$ cat src/rtl/simple_nios_lab_pkg.sv
// Shared definitions for the on-chip RAM tester: FSM state encoding,
// pattern-mode encodings and the default Galois LFSR polynomial.
package simple_nios_lab_pkg;

  typedef enum logic [2:0] {
    ST_IDLE,
    ST_WRITE,
    ST_READ,
    ST_DRAIN,
    ST_FINISH
  } state_t;

  typedef enum logic [1:0] {
    MODE_ADDR  = 2'd0,
    MODE_NADDR = 2'd1,
    MODE_LFSR  = 2'd2,
    MODE_RSVD  = 2'd3
  } mode_t;

  localparam logic [31:0] LFSR_POLY_DEFAULT = 32'h8020_0003;

endpackage

$ cat src/rtl/simple_nios_lab_patgen.sv
// Pattern generator for the RAM tester.
//   clk, reset_n : clock, async active-low reset
//   mode         : pattern mode, captured on load (reserved mode acts as address mode)
//   seed         : load value; LFSR seed in LFSR mode, zero-extended start address otherwise
//   load         : restart the sequence from seed (wins over advance)
//   advance      : step to the next word
//   pattern      : current pattern word
module simple_nios_lab_patgen
  import simple_nios_lab_pkg::*;
#(
  parameter int unsigned       DATA_W    = 32,
  parameter int unsigned       ADDR_W    = 11,
  parameter logic [DATA_W-1:0] LFSR_POLY = LFSR_POLY_DEFAULT
) (
  input  logic              clk,
  input  logic              reset_n,
  input  logic [1:0]        mode,
  input  logic [DATA_W-1:0] seed,
  input  logic              load,
  input  logic              advance,
  output logic [DATA_W-1:0] pattern
);

  mode_t             mode_q;
  logic [DATA_W-1:0] st;
  logic [DATA_W-1:0] lfsr_nx;
  logic [DATA_W-1:0] addr_word;

  always_comb lfsr_nx = (st >> 1) ^ (st[0] ? LFSR_POLY : '0);

  always_ff @(posedge clk or negedge reset_n) begin
    if (!reset_n) begin
      mode_q <= MODE_ADDR;
      st     <= '0;
    end else if (load) begin
      mode_q <= mode_t'(mode);
      // An all-zero LFSR state would lock up, so a zero seed becomes 1.
      if (mode_t'(mode) == MODE_LFSR && seed == '0) st <= DATA_W'(1);
      else                                          st <= seed;
    end else if (advance) begin
      if (mode_q == MODE_LFSR) st <= lfsr_nx;
      else                     st <= st + DATA_W'(1);
    end
  end

  // Address modes only look at the low ADDR_W bits, so the counter wraps with the bus address.
  always_comb begin
    addr_word              = '0;
    addr_word[ADDR_W-1:0]  = st[ADDR_W-1:0];
    pattern                = addr_word;
    case (mode_q)
      MODE_LFSR:  pattern = st;
      MODE_NADDR: pattern = ~addr_word;
      default:    pattern = addr_word;
    endcase
  end

endmodule

$ cat src/rtl/simple_nios_lab_onchip_tester.sv
// Avalon-MM BIST master for the single-port on-chip RAM (s1 port).
// On an accepted start it writes a generated pattern over a word range,
// reads it back one word per cycle, compares and reports the result.
//   start/mode/seed/base_addr/word_count : test request, sampled on an accepted start
//   busy/done/pass/err_count/first_err_addr : status; pass valid from done to next start
//   m_* : Avalon-MM master towards the RAM (no waitrequest, fixed read latency)
module simple_nios_lab_onchip_tester
  import simple_nios_lab_pkg::*;
#(
  parameter int unsigned       ADDR_W       = 11,
  parameter int unsigned       DATA_W       = 32,
  parameter int unsigned       READ_LATENCY = 1,
  parameter int unsigned       ERR_W        = 12,
  parameter logic [DATA_W-1:0] LFSR_POLY    = LFSR_POLY_DEFAULT
) (
  input  logic                  clk,
  input  logic                  reset_n,
  input  logic                  start,
  input  logic [1:0]            mode,
  input  logic [DATA_W-1:0]     seed,
  input  logic [ADDR_W-1:0]     base_addr,
  input  logic [ADDR_W:0]       word_count,
  output logic                  busy,
  output logic                  done,
  output logic                  pass,
  output logic [ERR_W-1:0]      err_count,
  output logic [ADDR_W-1:0]     first_err_addr,
  output logic [ADDR_W-1:0]     m_address,
  output logic                  m_chipselect,
  output logic                  m_write,
  output logic [DATA_W/8-1:0]   m_byteenable,
  output logic [DATA_W-1:0]     m_writedata,
  output logic                  m_clken,
  input  logic [DATA_W-1:0]     m_readdata
);

  state_t              state, state_nx;
  logic [ADDR_W:0]     idx;
  logic [ADDR_W:0]     cnt_q;
  logic [ADDR_W-1:0]   base_q;
  logic [1:0]          mode_q;
  logic [DATA_W-1:0]   seed_q;
  logic                accept;
  logic                last_word;
  logic                drain_last;
  logic [ADDR_W-1:0]   bus_addr;
  logic                pg_load;
  logic                pg_advance;
  logic [1:0]          ld_mode;
  logic [DATA_W-1:0]   ld_val;
  logic [DATA_W-1:0]   pattern;
  logic [ERR_W-1:0]    err_q;
  logic [ADDR_W-1:0]   first_q;
  logic                pass_q;
  logic                mismatch;

  logic [DATA_W-1:0]       exp_pipe  [READ_LATENCY];
  logic [ADDR_W-1:0]       addr_pipe [READ_LATENCY];
  logic [READ_LATENCY-1:0] vld_pipe;

  assign accept     = (state == ST_IDLE) && start;
  assign last_word  = (idx == cnt_q - (ADDR_W+1)'(1));
  assign drain_last = (idx == (ADDR_W+1)'(READ_LATENCY - 1));
  assign bus_addr   = base_q + idx[ADDR_W-1:0];

  // State register
  always_ff @(posedge clk or negedge reset_n) begin
    if (!reset_n) state <= ST_IDLE;
    else          state <= state_nx;
  end

  // Next-state logic
  always_comb begin
    state_nx = state;
    case (state)
      ST_IDLE:   if (start) state_nx = (word_count == '0) ? ST_FINISH : ST_WRITE;
      ST_WRITE:  if (last_word) state_nx = ST_READ;
      ST_READ:   if (last_word) state_nx = ST_DRAIN;
      ST_DRAIN:  if (drain_last) state_nx = ST_FINISH;
      ST_FINISH: state_nx = ST_IDLE;
      default:   state_nx = ST_IDLE;
    endcase
  end

  // Outputs
  always_comb begin
    busy         = (state != ST_IDLE);
    done         = (state == ST_FINISH);
    m_chipselect = (state == ST_WRITE) || (state == ST_READ);
    m_write      = (state == ST_WRITE);
    m_byteenable = m_chipselect ? '1 : '0;
    m_address    = m_chipselect ? bus_addr : '0;
    m_writedata  = (state == ST_WRITE) ? pattern : '0;
  end

  assign m_clken = 1'b1;

  // Per-phase word counter and request capture
  always_ff @(posedge clk or negedge reset_n) begin
    if (!reset_n) begin
      idx    <= '0;
      cnt_q  <= '0;
      base_q <= '0;
      mode_q <= '0;
      seed_q <= '0;
    end else begin
      if (state != state_nx)   idx <= '0;
      else if (state != ST_IDLE) idx <= idx + (ADDR_W+1)'(1);
      if (accept) begin
        cnt_q  <= word_count;
        base_q <= base_addr;
        mode_q <= mode;
        seed_q <= seed;
      end
    end
  end

  // The generator is loaded at start from the live inputs and reloaded on the
  // last write from the captured copies, so the read pass replays the write pass.
  always_comb begin
    ld_mode = accept ? mode : mode_q;
    ld_val  = '0;
    if (mode_t'(ld_mode) == MODE_LFSR) ld_val = accept ? seed : seed_q;
    else                               ld_val[ADDR_W-1:0] = accept ? base_addr : base_q;
  end

  assign pg_load    = accept || ((state == ST_WRITE) && last_word);
  assign pg_advance = (state == ST_WRITE) || (state == ST_READ);

  simple_nios_lab_patgen #(
    .DATA_W    (DATA_W),
    .ADDR_W    (ADDR_W),
    .LFSR_POLY (LFSR_POLY)
  ) u_patgen (
    .clk     (clk),
    .reset_n (reset_n),
    .mode    (ld_mode),
    .seed    (ld_val),
    .load    (pg_load),
    .advance (pg_advance),
    .pattern (pattern)
  );

  // Expected-data pipeline aligned with the slave read latency
  always_ff @(posedge clk or negedge reset_n) begin
    if (!reset_n) begin
      vld_pipe <= '0;
    end else begin
      vld_pipe[0] <= (state == ST_READ);
      for (int unsigned i = 1; i < READ_LATENCY; i++) vld_pipe[i] <= vld_pipe[i-1];
    end
  end

  always_ff @(posedge clk) begin
    exp_pipe[0]  <= pattern;
    addr_pipe[0] <= bus_addr;
    for (int unsigned i = 1; i < READ_LATENCY; i++) begin
      exp_pipe[i]  <= exp_pipe[i-1];
      addr_pipe[i] <= addr_pipe[i-1];
    end
  end

  assign mismatch = vld_pipe[READ_LATENCY-1] && (m_readdata != exp_pipe[READ_LATENCY-1]);

  // Error accounting and pass flag
  always_ff @(posedge clk or negedge reset_n) begin
    if (!reset_n) begin
      err_q   <= '0;
      first_q <= '0;
      pass_q  <= 1'b0;
    end else if (accept) begin
      err_q   <= '0;
      first_q <= '0;
      pass_q  <= 1'b0;
    end else begin
      if (mismatch) begin
        if (err_q != '1) err_q <= err_q + ERR_W'(1);
        if (err_q == '0) first_q <= addr_pipe[READ_LATENCY-1];
      end
      if (state == ST_FINISH) pass_q <= (err_q == '0);
    end
  end

  // The last compare retires at the end of DRAIN, so FINISH already sees the final count.
  assign pass           = (state == ST_FINISH) ? (err_q == '0) : pass_q;
  assign err_count      = err_q;
  assign first_err_addr = first_q;

endmodule

$ cat config.mk
export PLATFORM = sky130hd
export DESIGN_NAME = simple_nios_lab_onchip_tester
export DESIGN_NICKNAME = d
export VERILOG_FILES = /design/src/rtl/simple_nios_lab_pkg.sv /design/src/rtl/simple_nios_lab_patgen.sv /design/src/rtl/simple_nios_lab_onchip_tester.sv
export SDC_FILE = /design/constraint.sdc
export NUM_CORES = 1
export LEC_CHECK = 0
export CAP_MARGIN = 0
export CORE_ASPECT_RATIO = 2
export CORE_MARGIN = 5
export CORE_UTILIZATION = 35
export CTS_BUF_LIST = sky130_fd_sc_hd__clkbuf_2
export DETAILED_ROUTE_END_ITERATION = 10
export GPL_ROUTABILITY_DRIVEN = 0
export PLACE_DENSITY_LB_ADDON = 0.25
export SETUP_SLACK_MARGIN = 0.5
export SLEW_MARGIN = 20
export SYNTH_ARGS = -nofsm -noshare
export SYNTH_HDL_FRONTEND = slang
export SYNTH_SLANG_ARGS = --single-unit
$ cat constraint.sdc
create_clock -name clk -period 3 [get_ports clk]
set_clock_uncertainty 0.05 [all_clocks]
set_input_delay 0.9 -clock clk [delete_from_list [all_inputs] [get_ports clk]]
set_output_delay 0.9 -clock clk [all_outputs]
set_load 0.02 [all_outputs]
## Word-level counts from Yosys, hierarchy flattened

Memories as Yosys holds them, arrays and structs flattened.
Cells that the tools add are included.

- Equality and inequality tests: 11
- Add/sub/neg operators: 5
- Multiplexer cells: 30
- Bitwise gates (word level): 2
- Reduce and logical (&&, ||, !) cells: 19

Operator list:

| operator | number |
|---|---|
| two-way mux 32 bit | 7 |
| two-way mux 11 bit | 6 |
| one-hot mux 32 bit (2 select lines) | 1 |
| two-way mux 12 bit | 5 |
| logical NOT 12 bit | 3 |
| adder 32 x 1 -> 32 bit (second input constant) | 1 |
| logical NOT 32 bit | 1 |
| inequality test 32 bit | 1 |
| inverter 11 -> 32 bit | 1 |
| bitwise XOR 31 x 32 -> 32 bit | 1 |
| adder 12 x 1 -> 12 bit (second input constant) | 2 |
| two-way mux 21 bit | 1 |
| two-way mux 3 bit | 5 |
| equality test 12 bit | 1 |
| inequality test 12 bit (second input constant) | 1 |
| one-hot mux 3 bit (4 select lines) | 1 |
| subtractor 12 x 1 -> 12 bit (second input constant) | 1 |
| adder 11 bit | 1 |
| nonzero test 2 bit | 5 |
| equality test 3 x 2 -> 1 bit (second input constant) | 2 |
| equality test 2 bit (second input constant) | 2 |
| logical AND 1 bit | 4 |
| two-way mux 4 bit | 1 |
| AND reduction 2 bit | 2 |
| 9 further kinds | 11 |

- Word-level logic and storage cells: 81
- Register bits after elaboration: 131
- Input bits: 92
- Memory bits (writable): 43
- Memories kept: 2
- Output and inout port bits: 76

Memories:

| memory | words | width | read ports | clocked after memory_dff | wr ports | line | RTL |
|---|---|---|---|---|---|---|---|
| exp_pipe | 1 | 32 | 1 | 0 | 1 | simple_nios_lab_onchip_tester.sv:57 | `logic [DATA_W-1:0] exp_pipe [READ_LATENCY];` |
| addr_pipe | 1 | 11 | 1 | 0 | 1 | simple_nios_lab_onchip_tester.sv:58 | `logic [ADDR_W-1:0] addr_pipe [READ_LATENCY];` |

## Longest topological paths before layout

- Depth in word-level cells: 9
- Gate-level depth with buffers: 10
- Gate-level depth less buffers: 10

## Cells and area by module

A second synthesis with hierarchy kept.

- Cells, all modules: 1132
- Area, all modules: 9948.3 sq um

Modules (own cells, without submodules):

| module | area each (sq um) | times used | sequential area each (sq um) | cells each |
|---|---|---|---|---|
| simple_nios_lab_onchip_tester | 6821.5 | 1 | 3288.2 | 739 |
| simple_nios_lab_patgen | 3126.7 | 1 | 850.8 | 393 |

## Worst setup path after synthesis

No wires, ideal clock.

- Path kind: register to output
- Start point: register idx[0]
- End point: output port m_address[10]
- Required time: 2.050 ns
- Stages on the path, launching flop included: 11
- Setup slack: -0.079 ns
- Arrival time: 2.129 ns
- Buffers on the path: 0
- Cells stage by stage: dfrtp_1 ha_1 inv_1 fa_1 nor2b_1 o21ai_0 a21oi_1 o41ai_1 o21ai_0 xnor2_1 and2_1

- Cells in the longest elaborated chain, start to end: 2

RTL lines:

| what | line | RTL |
|---|---|---|
| from (decl) | simple_nios_lab_onchip_tester.sv:38 | `logic [ADDR_W:0] idx;` |
| from (signal assigned) | simple_nios_lab_onchip_tester.sv:108 | `else if (state != ST_IDLE) idx <= idx + (ADDR_W+1)'(1);` |
| adder 11 bit | simple_nios_lab_onchip_tester.sv:64 | `assign bus_addr = base_q + idx[ADDR_W-1:0];` |
| via bus_addr[10] | simple_nios_lab_onchip_tester.sv:46 | `logic [ADDR_W-1:0] bus_addr;` |
| two-way mux 11 bit | simple_nios_lab_onchip_tester.sv:92 | `m_address = m_chipselect ? bus_addr : '0;` |
| to (decl) | simple_nios_lab_onchip_tester.sv:28 | `output logic [ADDR_W-1:0] m_address,` |

The timed path passes the listed nets, and every way through them passes these cells.

## Final worst setup path

- Start point: register base_q[0]
- End point: output port m_address[10]

- Cells in the longest elaborated chain, start to end: 2

RTL lines:

| what | line | RTL |
|---|---|---|
| from (decl) | simple_nios_lab_onchip_tester.sv:40 | `logic [ADDR_W-1:0] base_q;` |
| from (signal assigned) | simple_nios_lab_onchip_tester.sv:111 | `base_q <= base_addr;` |
| adder 11 bit | simple_nios_lab_onchip_tester.sv:64 |  |
| via bus_addr[10] | simple_nios_lab_onchip_tester.sv:46 |  |
| two-way mux 11 bit | simple_nios_lab_onchip_tester.sv:92 |  |

The timed path passes the listed nets, and every way through them passes these cells.

==> key figures <==
Final layout
  • Layout fillers: 2520
  • Finished Cell Area: 0.0152 mm^2
  • Share of cells above drive strength 1: 36.6%
  • Synth-to-layout area growth: 56.4%
  • Nets: 1610
  • Layout Cells excl Fill: 1865

Routing
  • DR WL/cell: 19.2 um
  • Vias per Instance: 5.27
  • Post-route ant nets: 0
  • 1st-iter DRT viols: 544
  • Via count: 9831
  • Routed wire length: 35900 um
  • DR pass1 iterations: 6
  • DRC Markers: 0

Placement
  • Placed Cells: 1714
  • Placed cell areas: 0.0127 mm^2
  • Port bufs: 166
  • Hpwl dp: 26000 um

Synth
  • Yosys warnings: 0
  • Main synth FF type: dfrtp_1
  • Yosys cell types: 70
  • Syn_nets: 1251
  • Synthesized area: 0.00974 mm^2
  • Post-Synthesis Cells: 1140
  • Syn_area_per_cell: 8.55 um^2
  • Sequential cell area fraction in the yosys report: 42.5%
  • Synthesis-stage register bit count: 174
  • Post-synth EDFFs: 0
  • FFs w/ async S/R, synth: 75.3%

Run status
  • Failing checks: setup timing
  • Outcome: complete, but fails checks

Global route
  • First-pass GRT wire length: 54700 um
  • Number of global-route vias before repair: 10000
  • Largest net degree at the start of global routing: 65
  • Grt ovf: 0
  • Initial antenna violation count: 1
  • Total GRT Usage: 22.5%

Floorplanning
  • Row cnt: 86
  • CORE AREA: 0.0275 mm^2
  • Die Span X: 128 um
  • Die Area: 0.0315 mm^2
  • # IOs: 168
  • Die Ht: 246 um
  • Initial Util: 35.4%

Setup path
  • R2r endpoint: u_patgen.st[27]
  • Reg2Reg Depth: 10
  • Worst Setup Path Type: flop to output port
  • Critical-path maximum fanout: 2
  • CP Capture Type: output port
  • R2R Setup Slk: 0.33 ns
  • Required time of the worst setup path: 2.05 ns
  • Worst r2r src: idx[4]
  • CP Launch Type: flop
  • Worst path arrival time: 3.08 ns

Clocking
  • Clock slew at reported path FFs: 0.27 ns
  • Clock Tree Buf Depth: 2
  • CTS Buf Count: 17
  • CTS tree: yes
  • Root Driver: clkbuf_2
  • H-Tree Depth: 4
  • Clk Latency, worst-skew pair: 0.88 ns
  • Num Clock Sinks: 174

STA
  • Rel. slew slack: 58.5%
  • Final worst path period share: 134%
  • Max Slew Vio Count: 0
  • RSZ-0062 raised after global routing: yes
  • Setup Viol. Count Final: 52
  • Max Freq: 248 MHz
  • Hold Vio Cnt, Final: 0
  • Worst-Margin Slew: 0.622 ns
  • Worst hold slack: 0.396 ns
  • Min Tclk post-route: 4.03 ns
  • Final worst setup slack: -1.03 ns

Power
  • Pleak: 7.06 nW
  • VDD IR max: 0.789 mV
  • Overall power: 0.0157 W
  • P per Cell Area: 1030 mW/mm^2

Job
  • Max cap viols: 0

Worst hold path
  • Hold Crit Class: input pin to asynchronous set/reset pin
cells in the mapped netlist, types with 15 or more instances:
| cell type | count | area share [%] |
|---|---|---|
| and2_1 | 44 | 2.8 |
| xnor2_1 | 44 | 4.0 |
| nand3_1 | 30 | 1.5 |
| nor4_1 | 25 | 1.6 |
| inv_1 | 21 | 0.81 |
| nor3_1 | 31 | 1.6 |
| buf_2 | 17 | 0.87 |
| nand2_1 | 244 | 9.4 |
| nor2_1 | 70 | 2.7 |
| a21oi_1 | 44 | 2.3 |
| xor2_1 | 56 | 5.0 |
| nand4_1 | 15 | 0.96 |
| clkbuf_1 | 53 | 2.0 |
| dfrtp_1 | 131 | 34 |
| mux2i_1 | 26 | 2.7 |
| o21ai_0 | 45 | 2.3 |
| dfxtp_1 | 43 | 8.8 |
| a21o_1 | 22 | 1.7 |
| ha_1 | 18 | 2.3 |
logic make-up after synthesis:
kind of cell | after synthesis | synth area share (%)
xor+xnor | 100 | 8.99
fa+ha+maj | 19 | 2.52
simple gates | 526 | 25.9
other cells | 1 | 0.0385
compound gates | 184 | 12.4
mux | 30 | 3.13
flops | 174 | 42.5
buf+inv | 106 | 4.58
cells in the final DEF (no fill, tap or decap), types with 11 or more instances in the layout:
cell             count
and2_4              42
o21ai_2             13
dfrtp_2             13
a21oi_1             26
nor3_1              28
buf_12              17
inv_1               14
dfxtp_1             43
nand2_1            241
o21ai_0             32
dfrtp_1            118
a221o_1             11
nor4_1              23
a21oi_2             17
clkdlybuf4s50_1     90
xnor2_1             38
nor2_1              55
ha_1                13
clkbuf_2            17
buf_6              124
nor2_4              11
mux2i_1             22
nand4_1             15
nand3_1             28
a22oi_2             11
buf_4              174
a21o_1              22
xor2_1              56
per-stage QoR:
stage	TNS, ns	utilization [%]	setup WS, ns
floorplan	0	-	0.0988
global placement	-16.80	46.1	-0.640
detailed placement	-18.66	46.1	-0.670
CTS	-34.16	52.1	-1.12
global route	-40.03	55.3	-1.16
finish	-33.03	55.3	-1.03
sequential cells by signal (all words and copies together) (netlist names):
name and count:
exp_pipe 32, err_count 12, cnt_q 12, mode_q 2
u_patgen.st 32, first_err_addr 11, seed_q 32, base_q 11
state 3, pass_q 1, u_patgen.mode_q 2, idx 12
vld_pipe 1, addr_pipe 11
area by class of cell:
class / instances / area, um^2 / share of cell area (%)
timing repair buffer: 424 / 4250 / 27.9
sequential: 174 / 4160 / 27.3
clock buffer: 17 / 85.1 / 0.558
antenna: 1 / 2.50 / 0.0164
clock inverter: 15 / 209 / 1.37
multi-input combinational: 861 / 6010 / 39.5
tap: 352 / 440 / 2.89
inverter: 21 / 81.3 / 0.534
where the power goes:
| group | internal, W | switching, W |
|---|---|---|
| sequential | 0.00326 | 0.000842 |
| combinational | 0.00532 | 0.00480 |
| clock | 0.000565 | 0.000935 |
layer usage:
metal	part of all wire, %	wire, um	vias up	global-route usage (%)
li1	-	-	4632	-
met1	34	12300	4741	23.1
met2	55	19700	348	42.6
met3	4.1	1480	110	3.13
met4	6.6	2380	0	12.5
met5	0	0	-	0
repair_timing:
| action | CTS | global route |
|---|---|---|
| hold buffers | 1 | 0 |
| setup buffers | 75 | 34 |
| pin swaps | 53 | 70 |
| endpoints found under the hold margin | 21 | 0 |
| cloned | 4 | 4 |
| resized for setup | 593 | 133 |
| setup endpoints to repair | 120 | 120 |
worst max path at each step:
stage / from / to / cells past startpoint
final: base_q[0] / m_address[10] / 11
after detailed placement: base_q[0] / m_address[10] / 11
after CTS: base_q[0] / m_address[10] / 11
after global placement: base_q[0] / m_address[10] / 11
after floorplan: idx[0] / m_address[10] / 10
after global routing: base_q[0] / m_address[10] / 11
worst max-delay path, cell delays in order (launching register included):
cell	delay, ns
dfrtp_1	0.42
ha_2	0.19
inv_2	0.04
fa_2	0.35
nor2b_2	0.14
o21ai_2	0.07
a21oi_2	0.21
o41ai_4	0.09
o21ai_2	0.26
xnor2_2	0.16
and2_4	0.16
buf_6	0.11
Note: power is estimated with default switching activity, not from simulation.
